## config.mk

```make
export PLATFORM = sky130hd
export DESIGN_NAME = entry_park
export DESIGN_NICKNAME = d
export VERILOG_FILES = /design/src/rtl/park_pkg.sv /design/src/rtl/encrypt.sv /design/src/rtl/entry_park.sv
export SDC_FILE = /design/constraint.sdc
export NUM_CORES = 1
export LEC_CHECK = 0
export ABC_AREA = 1
export CAP_MARGIN = 10
export CORE_ASPECT_RATIO = 1.1
export CORE_MARGIN = 2
export CORE_UTILIZATION = 44
export DETAILED_ROUTE_END_ITERATION = 7
export GPL_ROUTABILITY_DRIVEN = 1
export PLACE_DENSITY = 0.79
export SLEW_MARGIN = 20
export SYNTH_ARGS = -nofsm -noshare
export SYNTH_HDL_FRONTEND = slang
export SYNTH_SLANG_ARGS = --single-unit
```

## constraint.sdc

```tcl
create_clock -name clk -period 1.4 [get_ports clk]
set_input_delay 0.28 -clock clk [delete_from_list [all_inputs] [get_ports clk]]
set_output_delay 0.28 -clock clk [all_outputs]
set_load 0.005 [all_outputs]
```

## src/rtl/park_pkg.sv

```systemverilog
// Shared definitions for the parking-lot entry and exit paths.
// Holds the spot count, the entry FSM state type, and the token cipher.
// The cipher XORs the park number with a per-car pattern, then rotates the
// result left by one bit. The exit path undoes it with decrypt_token.
package park_pkg;

    localparam int unsigned NUM_SPOTS = 8;
    localparam int unsigned SPOT_W    = 3;
    localparam int unsigned COUNT_W   = 4;

    typedef enum logic [1:0] {
        StIdle  = 2'd0,
        StAlloc = 2'd1,
        StIssue = 2'd2
    } entry_state_e;

    function automatic logic [SPOT_W-1:0] encrypt_token(input logic [SPOT_W-1:0] park_number,
                                                        input logic [SPOT_W-1:0] pattern);
        logic [SPOT_W-1:0] p;
        p = park_number ^ pattern;
        return {p[1:0], p[2]};
    endfunction

    function automatic logic [SPOT_W-1:0] decrypt_token(input logic [SPOT_W-1:0] token,
                                                        input logic [SPOT_W-1:0] pattern);
        logic [SPOT_W-1:0] p;
        p = {token[0], token[2:1]};
        return p ^ pattern;
    endfunction

endpackage

```

## src/rtl/encrypt.sv

```systemverilog
// Combinational token encryption; the entry-side twin of the exit path's decrypt.
// Ports:
//   park_number  allocated spot number
//   pattern      per-car encryption pattern
//   token        encrypted park number
module encrypt
    import park_pkg::*;
(
    input  logic [SPOT_W-1:0] park_number,
    input  logic [SPOT_W-1:0] pattern,
    output logic [SPOT_W-1:0] token
);

    assign token = encrypt_token(park_number, pattern);

endmodule

```

## src/rtl/entry_park.sv

```systemverilog
// Entry side of the parking lot. Tracks the 8-spot occupancy map, allocates
// the lowest free spot to each arriving car and hands out an encrypted token
// through a valid/ack handshake. Exits (one-hot park_location) free spots in
// any FSM state.
// Ports:
//   clk, rst_n      clock and asynchronous active-low reset
//   entry_req       car at the gate (level), sampled in IDLE
//   pattern         per-car pattern, latched on request acceptance
//   token           encrypted park number, stable while token_valid
//   token_valid     token available
//   token_ack       token taken by the gate
//   entry_reject    one-cycle pulse, request seen while the lot was full
//   exit            exit strobe qualifying park_location
//   park_location   one-hot spot being vacated
//   exit_error      one-cycle pulse for an invalid exit
//   occupancy       bit i set when spot i is taken
//   free_count      number of free spots, 0..8
//   full            no free spots
module entry_park
    import park_pkg::*;
(
    input  logic                 clk,
    input  logic                 rst_n,
    input  logic                 entry_req,
    input  logic [SPOT_W-1:0]    pattern,
    output logic [SPOT_W-1:0]    token,
    output logic                 token_valid,
    input  logic                 token_ack,
    output logic                 entry_reject,
    input  logic                 exit,
    input  logic [NUM_SPOTS-1:0] park_location,
    output logic                 exit_error,
    output logic [NUM_SPOTS-1:0] occupancy,
    output logic [COUNT_W-1:0]   free_count,
    output logic                 full
);

    entry_state_e         state_q, state_d;
    logic [SPOT_W-1:0]    pattern_q, pattern_d;
    logic [SPOT_W-1:0]    token_q, token_d;
    logic [NUM_SPOTS-1:0] occupancy_q, occupancy_d;
    logic [COUNT_W-1:0]   free_count_q, free_count_d;
    logic                 entry_reject_q, entry_reject_d;
    logic                 exit_error_q, exit_error_d;

    logic                 alloc_found;
    logic [SPOT_W-1:0]    alloc_idx;
    logic                 do_alloc;
    logic                 loc_one_hot;
    logic                 exit_valid;
    logic [SPOT_W-1:0]    enc_token;

    // Lowest clear bit of the pre-exit map; a spot freed this cycle is not
    // eligible until the next one.
    always_comb begin
        alloc_found = 1'b0;
        alloc_idx   = '0;
        for (int i = NUM_SPOTS - 1; i >= 0; i--) begin
            if (!occupancy_q[i]) begin
                alloc_found = 1'b1;
                alloc_idx   = SPOT_W'(i);
            end
        end
    end

    assign loc_one_hot = (park_location != '0) &&
                         ((park_location & (park_location - NUM_SPOTS'(1))) == '0);
    assign exit_valid  = exit && loc_one_hot && ((park_location & occupancy_q) != '0);
    assign do_alloc    = (state_q == StAlloc) && alloc_found;

    encrypt u_encrypt (
        .park_number (alloc_idx),
        .pattern     (pattern_q),
        .token       (enc_token)
    );

    always_comb begin
        state_d        = state_q;
        pattern_d      = pattern_q;
        token_d        = token_q;
        entry_reject_d = 1'b0;
        unique case (state_q)
            StIdle: begin
                if (entry_req) begin
                    if (free_count_q == '0) begin
                        entry_reject_d = 1'b1;
                    end else begin
                        pattern_d = pattern;
                        state_d   = StAlloc;
                    end
                end
            end
            StAlloc: begin
                token_d = enc_token;
                state_d = StIssue;
            end
            StIssue: begin
                if (token_ack) begin
                    state_d = StIdle;
                end
            end
            default: state_d = StIdle;
        endcase
    end

    // Allocation and exit touch different bits, so both commit together.
    always_comb begin
        occupancy_d  = occupancy_q;
        free_count_d = free_count_q;
        exit_error_d = exit && !exit_valid;
        if (do_alloc) begin
            occupancy_d[alloc_idx] = 1'b1;
            free_count_d           = free_count_d - COUNT_W'(1);
        end
        if (exit_valid) begin
            occupancy_d  = occupancy_d & ~park_location;
            free_count_d = free_count_d + COUNT_W'(1);
        end
    end

    always_ff @(posedge clk or negedge rst_n) begin
        if (!rst_n) begin
            state_q        <= StIdle;
            pattern_q      <= '0;
            token_q        <= '0;
            occupancy_q    <= '0;
            free_count_q   <= COUNT_W'(NUM_SPOTS);
            entry_reject_q <= 1'b0;
            exit_error_q   <= 1'b0;
        end else begin
            state_q        <= state_d;
            pattern_q      <= pattern_d;
            token_q        <= token_d;
            occupancy_q    <= occupancy_d;
            free_count_q   <= free_count_d;
            entry_reject_q <= entry_reject_d;
            exit_error_q   <= exit_error_d;
        end
    end

    assign token        = token_q;
    assign token_valid  = (state_q == StIssue);
    assign entry_reject = entry_reject_q;
    assign exit_error   = exit_error_q;
    assign occupancy    = occupancy_q;
    assign free_count   = free_count_q;
    assign full         = (free_count_q == '0);

endmodule

```

======== Word level (Yosys, flattened, before mapping) ========
Index checks and enable logic that the tools add are counted.
cells by class
  $add $sub $neg .......................... 3
  magnitude comparators ................... 2
  equality and inequality tests ........... 5
  mux-type cells .......................... 29
  bitwise logic cells ..................... 7
  reductions and logical operators ........ 14
operator list
  cell                                                         number
  AND 8 bit                                                    3
  2-to-1 mux 3 bit                                             8
  2-to-1 mux 8 bit                                             2
  nonzero test 8 bit                                           2
  2-to-1 mux 1 bit                                             12
  logical NOT 8 bit                                            1
  2-to-1 mux 4 bit                                             2
  inverter 8 bit                                               1
  OR 8 bit                                                     1
  subtractor 8 x 1 -> 8 bit (second input constant)            1
  logical AND 1 bit                                            6
  2-to-1 mux 2 bit                                             3
  one-hot mux 2 bit (3 select lines)                           1
  AND reduction 3 bit                                          2
  adder 4 x 1 -> 4 bit (second input constant)                 1
  logical NOT 4 bit                                            1
  less-than comparator 3 x 4 -> 1 bit (second input constant)  1
  inequality test 2 bit (second input constant)                2
  subtractor 4 x 1 -> 4 bit (second input constant)            1
  demux 1 bit (select 3 bit)                                   1
  >= comparator 3 x 1 -> 1 bit (second input constant)         1
  XOR 3 bit                                                    1
  equality test 2 x 1 -> 1 bit (second input constant)         1
  equality test 2 bit (second input constant)                  1
  4 further kinds                                              4
word-level totals
  bits in registers ....................... 22
  output and inout port bits .............. 19

======== Depth between registers and ports, before layout ========
Gate-level depths: netlist of run 1.
  word-level depth ........................ 16
  gate-level depth with buffers ........... 12

======== Cells and area by module ========
From an unflattened synthesis of run 1, not the netlist that was laid out.
second synthesis, totals
  cells, all modules ...................... 218
  area total of the unflattened synthesis .. 1482.7 um2
by module, submodules not included
  module      instances  cells each  area an instance (um2)
  entry_park  1          203         1426.4
  encrypt     1          15          56.3

======== Worst setup path after synthesis of run 1 ========
OpenSTA, ideal clock, no wires.
  kind .................................... reg2reg
  from .................................... reg free_count_q[0] (netlist: free_count[0])
  to ...................................... reg pattern_q[1]
  arrival time ............................ 1.332 ns
  required time ........................... 1.283 ns
  path slack .............................. -0.049 ns
  cell stages (with the launch flop) ...... 9
  path through ............................ dfrtp_1 inv_1 ha_1 nand2_1 nor2_1 nor3_1 inv_1 nand2_1 nand2_1
on the way
  longest elaborated chain between the ends .. 3
ends and longest elaborated chain
  element                        line               RTL
  from (decl)                    entry_park.sv:42   logic [COUNT_W-1:0] free_count_q, free_count_d;
  from (signal assigned)         entry_park.sv:127  free_count_q <= COUNT_W'(NUM_SPOTS);
  from (signal assigned)         entry_park.sv:135  free_count_q <= free_count_d;
  logical NOT 4 bit              --
  net full                       entry_park.sv:35   output logic full
  inverter 1 bit (no line)       --
  AND reduction 3 bit (no line)  --
  to (signal assigned)           entry_park.sv:132  pattern_q <= pattern_d;
  to (decl)                      entry_park.sv:39   logic [SPOT_W-1:0] pattern_q, pattern_d;
The timed path passes the listed nets, and every way through them passes these cells.
A chain may end at the register's enable or synchronous reset.

======== Worst setup path after layout of run 1 ========
  from .................................... reg occupancy_q[0] (netlist: occupancy[0])
  to ...................................... reg occupancy_q[4] (netlist: occupancy[4])
on the way
  longest elaborated chain between the ends .. 9
ends and longest elaborated chain
  element                                                                                                           line               RTL
  from (decl)                                                                                                       entry_park.sv:41   logic [NUM_SPOTS-1:0] occupancy_q, occupancy_d;
  from (signal assigned)                                                                                            entry_park.sv:134  occupancy_q <= occupancy_d;
  2-to-1 mux 3 bit                                                                                                  entry_park.sv:59   if (!occupancy_q[i]) begin
  less-than comparator 3 x 4 -> 1 bit (implied by the code) / >= comparator 3 x 1 -> 1 bit (equally long branches)  entry_park.sv:112  occupancy_d[alloc_idx] = 1'b1;
  logical AND 1 bit (implied by the code)                                                                           entry_park.sv:112
  2-to-1 mux 1 bit (implied by the code)                                                                            entry_park.sv:112
  demux 1 bit (select 3 bit)                                                                                        entry_park.sv:112
  OR 8 bit (no line)                                                                                                --
  2-to-1 mux 8 bit                                                                                                  entry_park.sv:111  if (do_alloc) begin
  AND 8 bit                                                                                                         entry_park.sv:116  occupancy_d = occupancy_d & ~park_location;
  2-to-1 mux 8 bit (*)                                                                                              entry_park.sv:115  if (exit_valid) begin
  net occupancy_d[4]                                                                                                entry_park.sv:41
Mark *: on every way through the listed nets, which the timed path passes. The rest lies on a longest branch.

==> flow_metrics.tcl, run 1 <==
set metrics [dict create \
    track_usage 0.250 \
    row_count 21 \
    ant_nets 0 \
    cp_num_buf_inv 3 \
    layout.nets 328 \
    power_density_nw_per_um2 2190 \
    worst_pin_slew_ps 293 \
    maxCapViolations 0 \
    vias_per_cell 5.51 \
    synth-edff-count 0 \
    violations "setup timing" \
    synth_nets 222 \
    clkSlewWorstSetupHoldPaths_ps 140 \
    hold-worst-slack_ps 260 \
    boundaryPins 35 \
    wl_mm 6.24 \
    fmax_mhz 607 \
    grt_setup_unrepaired "true" \
    cp_num_cells 11 \
    sw_frac_of_total 0.461 \
    crit_family "simple AND/OR/NAND/NOR gates" \
    post_drt_wl_per_cell_um 18.2 \
    numCtsBuffers 3 \
    peakVddDrop_mv 1.66 \
    core_um2 3070 \
    syn-instance-count 204 \
    gp_congestion 0.802 \
    end_kind "register" \
    p_comb_frac 0.751 \
    min_period_ps 1650 \
    h-tree-depth 1 \
    dieArea_um2 3740 \
    grt_pass1_vias 1656 \
    nFillCells 152 \
    syn_to_final_growth_pct 86.4 \
    dieWidth_um 58.5 \
    layout_setup_ws_ps -248 \
    cp.arrival_ps 1890 \
    ys_types 27 \
    finish.utilization 0.872 \
    async_flop_share 1.00 \
    hp-class "primary input to async pin" \
    crit_slowest_cell "dfrtp_2" \
    r2r_end "occupancy[4]" \
    drive_gt1_frac 0.498 \
    rr_worst_depth 11 \
    yosys-top-cells-area "dfrtp_1 37%, nand2_1 19%, inv_1 8.9%, nand3_1 3.8%, xor2_1 3.7%" \
    grt_antenna_before_repair 0 \
    maxSlewHeadroom 0.805 \
    grt_max_degree 23 \
    io_buffer_count 34 \
    p_leak_nw 1.39 \
    clk_path_buf_depth 2 \
    crit_type "register to register" \
    finalSetupViolations 20 \
    synth_flop_cell "dfrtp_1" \
    overflow 0 \
    pwr-share-clk 0.067 \
    r2r_start "occupancy[0]" \
    crit_path_max_incr_delay_ps 420 \
    grt_pass1_wl_mm 7.14 \
    power.internal_mw 3.17 \
    firstDrtPassIters 5 \
    cts_tree "done" \
    dp_hpwl_mm 2.59 \
    stdcell_area_um2 2680 \
    synthTopCellsByCount "74 x nand2_1, 34 x inv_1, 21 x dfrtp_1" \
    placed_cell_area_um2 2050 \
    power.switching_mw 2.71 \
    start_util 0.468 \
    p_seq_frac 0.182 \
    regArea_um2 554 \
    cp-start-kind "register" \
    clk_latency_ps 340 \
    synth.cell_area_um2 1440 \
    num_antenna_cells 0 \
    ff2ff_setup_slack_ps -250 \
    yosysTopAreaCell "dfrtp_1" \
    ys_ff_latch 22 \
    drt-initial-drc-count 155 \
    worst-path-max-fanout 7 \
    clock-root-buffer "clkbuf_4" \
    yosysWarnings 0 \
    drc 0 \
    skew_ps 8.11 \
    clock_sinks 22 \
    required_ps 1640 \
    fp.dieH_um 64.0 \
    cp_cell_sequence "buf_6 > nand2_1 > nand2_1 > nor2_1 > nand2_1 > nand3_2 > nor2_4 > buf_6 > nand2_2 > nand2_1 > inv_1" \
    post-route-period-util 1.18 \
    synth_most_common_cell "nand2_1" \
    finalMaxSlewViolations 0 \
    hold_viol_final 0 \
    ys_seq_area_frac 0.384 \
    vias 1890 \
    status "complete, but fails checks" \
    avgSynthCellArea_um2 7.05 \
    cp_common_cell "nand2_1" \
    multi_input_area_um2 975 \
    yosysTopAreaCellShare 0.366 \
]
-- kinds of logic after synthesis --
logic type / Yosys count / synth area share
flip-flops: 22 / 0.384
adder cells (fa/ha/maj): 2 / 0.0174
buffers and inverters: 39 / 0.111
AO/OA/AOI/OAI: 16 / 0.0635
XOR/XNOR: 6 / 0.0366
AND/OR/NAND/NOR: 119 / 0.388
-- state kept, by name (all words and copies together) (netlist names) --
name / count
exit_error: 1
state_q: 2
free_count: 4
occupancy: 8
token: 3
pattern_q: 3
entry_reject: 1
-- worst register-to-register path, stage by stage (launching register included) --
cell,delay [ps]
dfrtp_2,420
buf_6,130
nand2_1,50
nand2_1,90
nor2_1,60
nand2_1,70
nand3_2,80
nor2_4,240
buf_6,180
nand2_2,60
nand2_1,120
inv_1,60
-- power by group through the flow --
stage / registers (mW) / clock network, mW / logic, mW
after floorplan: 1.11 / 0 / 1.28
after global placement: 1.08 / 0 / 2.49
after detailed placement: 1.09 / 0 / 2.55
after CTS: 1.03 / 0.370 / 3.01
after global routing: 1.09 / 0.414 / 4.64
final: 1.07 / 0.392 / 4.42
-- how the worst max path moves through the flow --
stage / from / endpoint / slack (ps)
floorplan: occupancy[0] / free_count[2] / 60
global placement: park_location[1] / occupancy[7] / -360
detailed placement: park_location[1] / occupancy[4] / -450
CTS: free_count[1] / full / -230
global route: occupancy[0] / occupancy[4] / -300
finish: occupancy[0] / occupancy[4] / -250
-- routing by layer --
layer,routed length (µm),global-route usage,share of wire,vias to the layer above
li1,-,-,-,835
met1,2230,0.296,0.36,915
met2,3250,0.441,0.52,112
met3,456,0.0364,0.073,28
met4,301,0.102,0.048,0
met5,0,0,0,-
-- final cells by class --
type	count	area share
Inverter	37	0.0551
Timing Repair Buffer	103	0.345
Clock buffer	4	0.0135
Tap cell	34	0.0159
Sequential cell	22	0.207
Multi-Input combinational cell	143	0.364
-- through the flow --
stage / TNS (ps) / power (mW) / instances / worst slack, ps
floorplan: 0 / 2.39 / 204 / 60.6
global placement: -4290 / 3.56 / 303 / -358
detailed placement: -5190 / 3.63 / 303 / -446
CTS: -403 / 4.41 / 332 / -226
global route: -3670 / 6.14 / 343 / -300
finish: -2440 / 5.88 / 343 / -248
-- cells in the final DEF (no fill, tap or decap), types with 2 or more instances in the layout --
| cell | synthesis | layout |
|---|---|---|
| nand2_1 | 74 | 53 |
| buf_4 | 1 | 43 |
| buf_6 | 1 | 29 |
| inv_1 | 34 | 22 |
| dfrtp_1 | 21 | 19 |
| nand2_2 | 4 | 14 |
| nand2_4 | 4 | 14 |
| dlygate4sd2_1 | 0 | 12 |
| inv_2 | 2 | 11 |
| clkdlybuf4s50_1 | 0 | 9 |
| nor2_1 | 13 | 8 |
| nand3_1 | 11 | 8 |
| xor2_1 | 6 | 6 |
| clkdlybuf4s15_1 | 0 | 6 |
| nor2_4 | 3 | 5 |
| o21ai_1 | 1 | 5 |
| nand3_2 | 2 | 5 |
| nor2_2 | 1 | 4 |
| inv_4 | 0 | 3 |
| clkbuf_4 | 0 | 3 |
| clkbuf_2 | 0 | 3 |
| a21oi_2 | 1 | 2 |
| o21ai_0 | 8 | 2 |
| nor3_2 | 0 | 2 |
| nand4_1 | 2 | 2 |
| o21ai_2 | 0 | 2 |
| ha_4 | 0 | 2 |
| dfrtp_2 | 0 | 2 |
-- timing repair --
item                                    CTS  global route
buffers inserted                         25            13
pin swaps                                15            39
hold buffers                              0             0
resized for setup                        53           103
endpoints found under the setup margin   31            32
(Power assumes the default switching activity.)
==> run 2, diff against run 1 <==
SETUP_SLACK_MARGIN = 0.1   (was default)
==> run 2 against run 1 <==
The flow still finishes with violations (setup timing). Clock skew rose by 2.5 ps. Flip-flop and latch count did not move. Clock power fell by 4%. Sequential share of layout area fell by 1.2 points. Die area did not move. Hold slack got worse by 69 ps. Non-clock buffer count rose by 4. Combinational power rose by 9.7%. Cell count rose by 1.2%.
==> flow_metrics.tcl, run 2 (synthesized netlist as in run 1, its figures left out) <==
set metrics [dict create \
    syn_to_final_growth_pct 97.7 \
    cp.arrival_ps 1830 \
    num_antenna_cells 0 \
    layout_common_cells "42 x nand2_1, 42 x buf_4, 35 x buf_6, 25 x nand2_2, 19 x dfrtp_1" \
    vias_per_cell 5.35 \
    row_count 21 \
    cp-start-kind "register" \
    wl_mm 6.23 \
    clk_path_buf_depth 2 \
    io_buffer_count 34 \
    finalMaxSlewViolations 0 \
    hold-worst-slack_ps 191 \
    grt_max_degree 13 \
    layout.nets 332 \
    ant_nets 0 \
    start_util 0.468 \
    finalSetupViolations 18 \
    worst-path-max-fanout 2 \
    crit_path_max_incr_delay_ps 410 \
    finish.utilization 0.924 \
    track_usage 0.258 \
    power_density_nw_per_um2 2220 \
    required_ps 1680 \
    peakVddDrop_mv 1.83 \
    gp_congestion 0.815 \
    crit_type "register to register" \
    firstDrtPassIters 4 \
    hold_viol_final 0 \
    crit_slowest_cell "dfrtp_1" \
    maxCapViolations 0 \
    vias 1858 \
    stdcell_area_um2 2840 \
    end_kind "register" \
    dieArea_um2 3740 \
    post-route-period-util 1.11 \
    min_period_ps 1550 \
    dp_slack_ps -428 \
    maxSlewHeadroom 0.783 \
    core_um2 3070 \
    fmax_mhz 646 \
    overflow 0 \
    clock_sinks 22 \
    p_leak_nw 1.46 \
    violations "setup timing" \
    grt_setup_unrepaired "true" \
    dp.cells 304 \
    status "complete, but fails checks" \
    tns_ps -1540 \
    h-tree-depth 1 \
    nFillCells 118 \
    dieWidth_um 58.5 \
    cts_tree "done" \
    hp-class "primary input to async pin" \
    instances_no_fill 347 \
    clkSlewWorstSetupHoldPaths_ps 140 \
    clock-root-buffer "clkbuf_4" \
    drive_gt1_frac 0.601 \
    clk_latency_ps 330 \
    boundaryPins 35 \
    grt_pass1_wl_mm 7.34 \
    grt_pass1_vias 1660 \
    skew_ps 10.7 \
    worst_pin_slew_ps 325 \
    fp.dieH_um 64.0 \
    drc 0 \
    layout_setup_ws_ps -149 \
    dp_hpwl_mm 2.73 \
    placed_cell_area_um2 2060 \
    finalPower_mw 6.31 \
    grt_antenna_before_repair 0 \
    drt-initial-drc-count 137 \
    cp_cell_sequence "buf_4 > nand2_4 > buf_6 > inv_2 > nand2_2 > buf_6 > nor4_4 > nand3_1 > nand2_1 > nand2_1 > inv_1" \
    post_drt_wl_per_cell_um 18.0 \
    numCtsBuffers 3 \
    largest_reg_flops 8 \
]
run 2: changes by cell type in the layout (fill, tap and decap cells not counted), moves of 4 or more:
cell / change
nand2_2: +11
buf_6: +6
inv_1: -4
nand2_1: -11
inv_2: +5
nor2_1: -4
clkdlybuf4s15_1: -5
run 2: path summary, 6_finish.rpt:
check | cells after the start | from | slack [ps] | end
max | 11 | occupancy[4] | -150 | occupancy[7]
min | 1 | rst_n | 190 | entry_reject
max reg2reg | 11 | occupancy[4] | -150 | occupancy[7]
min reg2reg | 2 | token[2] | 510 | token[2]
max in group asynchronous | 2 | rst_n | 740 | occupancy[0]
min in group clk | 4 | park_location[7] | 320 | occupancy[7]
run 2: area by class of cell:
class | count | area, µm² | share of cell area
flip-flops and latches | 22 | 554 | 0.195
well taps | 34 | 42.5 | 0.0150
clock buffers | 4 | 36.3 | 0.0128
repair buffers | 107 | 990 | 0.348
inverters | 37 | 148 | 0.0520
multi-input cells | 143 | 1070 | 0.377
run 2: what timing repair did:
item                                    in CTS  in global routing
resized for setup                          109                 99
pin swaps                                   37                 36
hold buffers                                 0                  0
setup buffers                               26                 17
endpoints found under the setup margin      37                 33
run 2: per-layer routing:
metal	track usage	part of all wire	vias up
met5	0	0	-
met3	0.0304	0.042	19
li1	-	-	844
met2	0.455	0.53	81
met1	0.310	0.40	914
met4	0.105	0.032	0
run 2: critical path, delay by kind of cell (launching register included):
kind,cells,cell delay (ps)
and+or+nand+nor,6,590
buffers and inverters,5,490
DFF,1,410
run 2: report_power, final:
part | leakage (nW) | switching, mW | internal [mW] | total (mW)
Combinational | 1.19 | 2.47 | 2.38 | 4.85
Sequential | 0.255 | 0.191 | 0.894 | 1.09
Clock | 0.0210 | 0.216 | 0.159 | 0.375
Total | 1.46 | 2.87 | 3.43 | 6.31
==> run 3, diff against run 2 <==
CTS_CLUSTER_DIAMETER = 30   (was default)
==> results of run 3 <==
The final DEF is identical to that of run 2; final timing and power are the same.
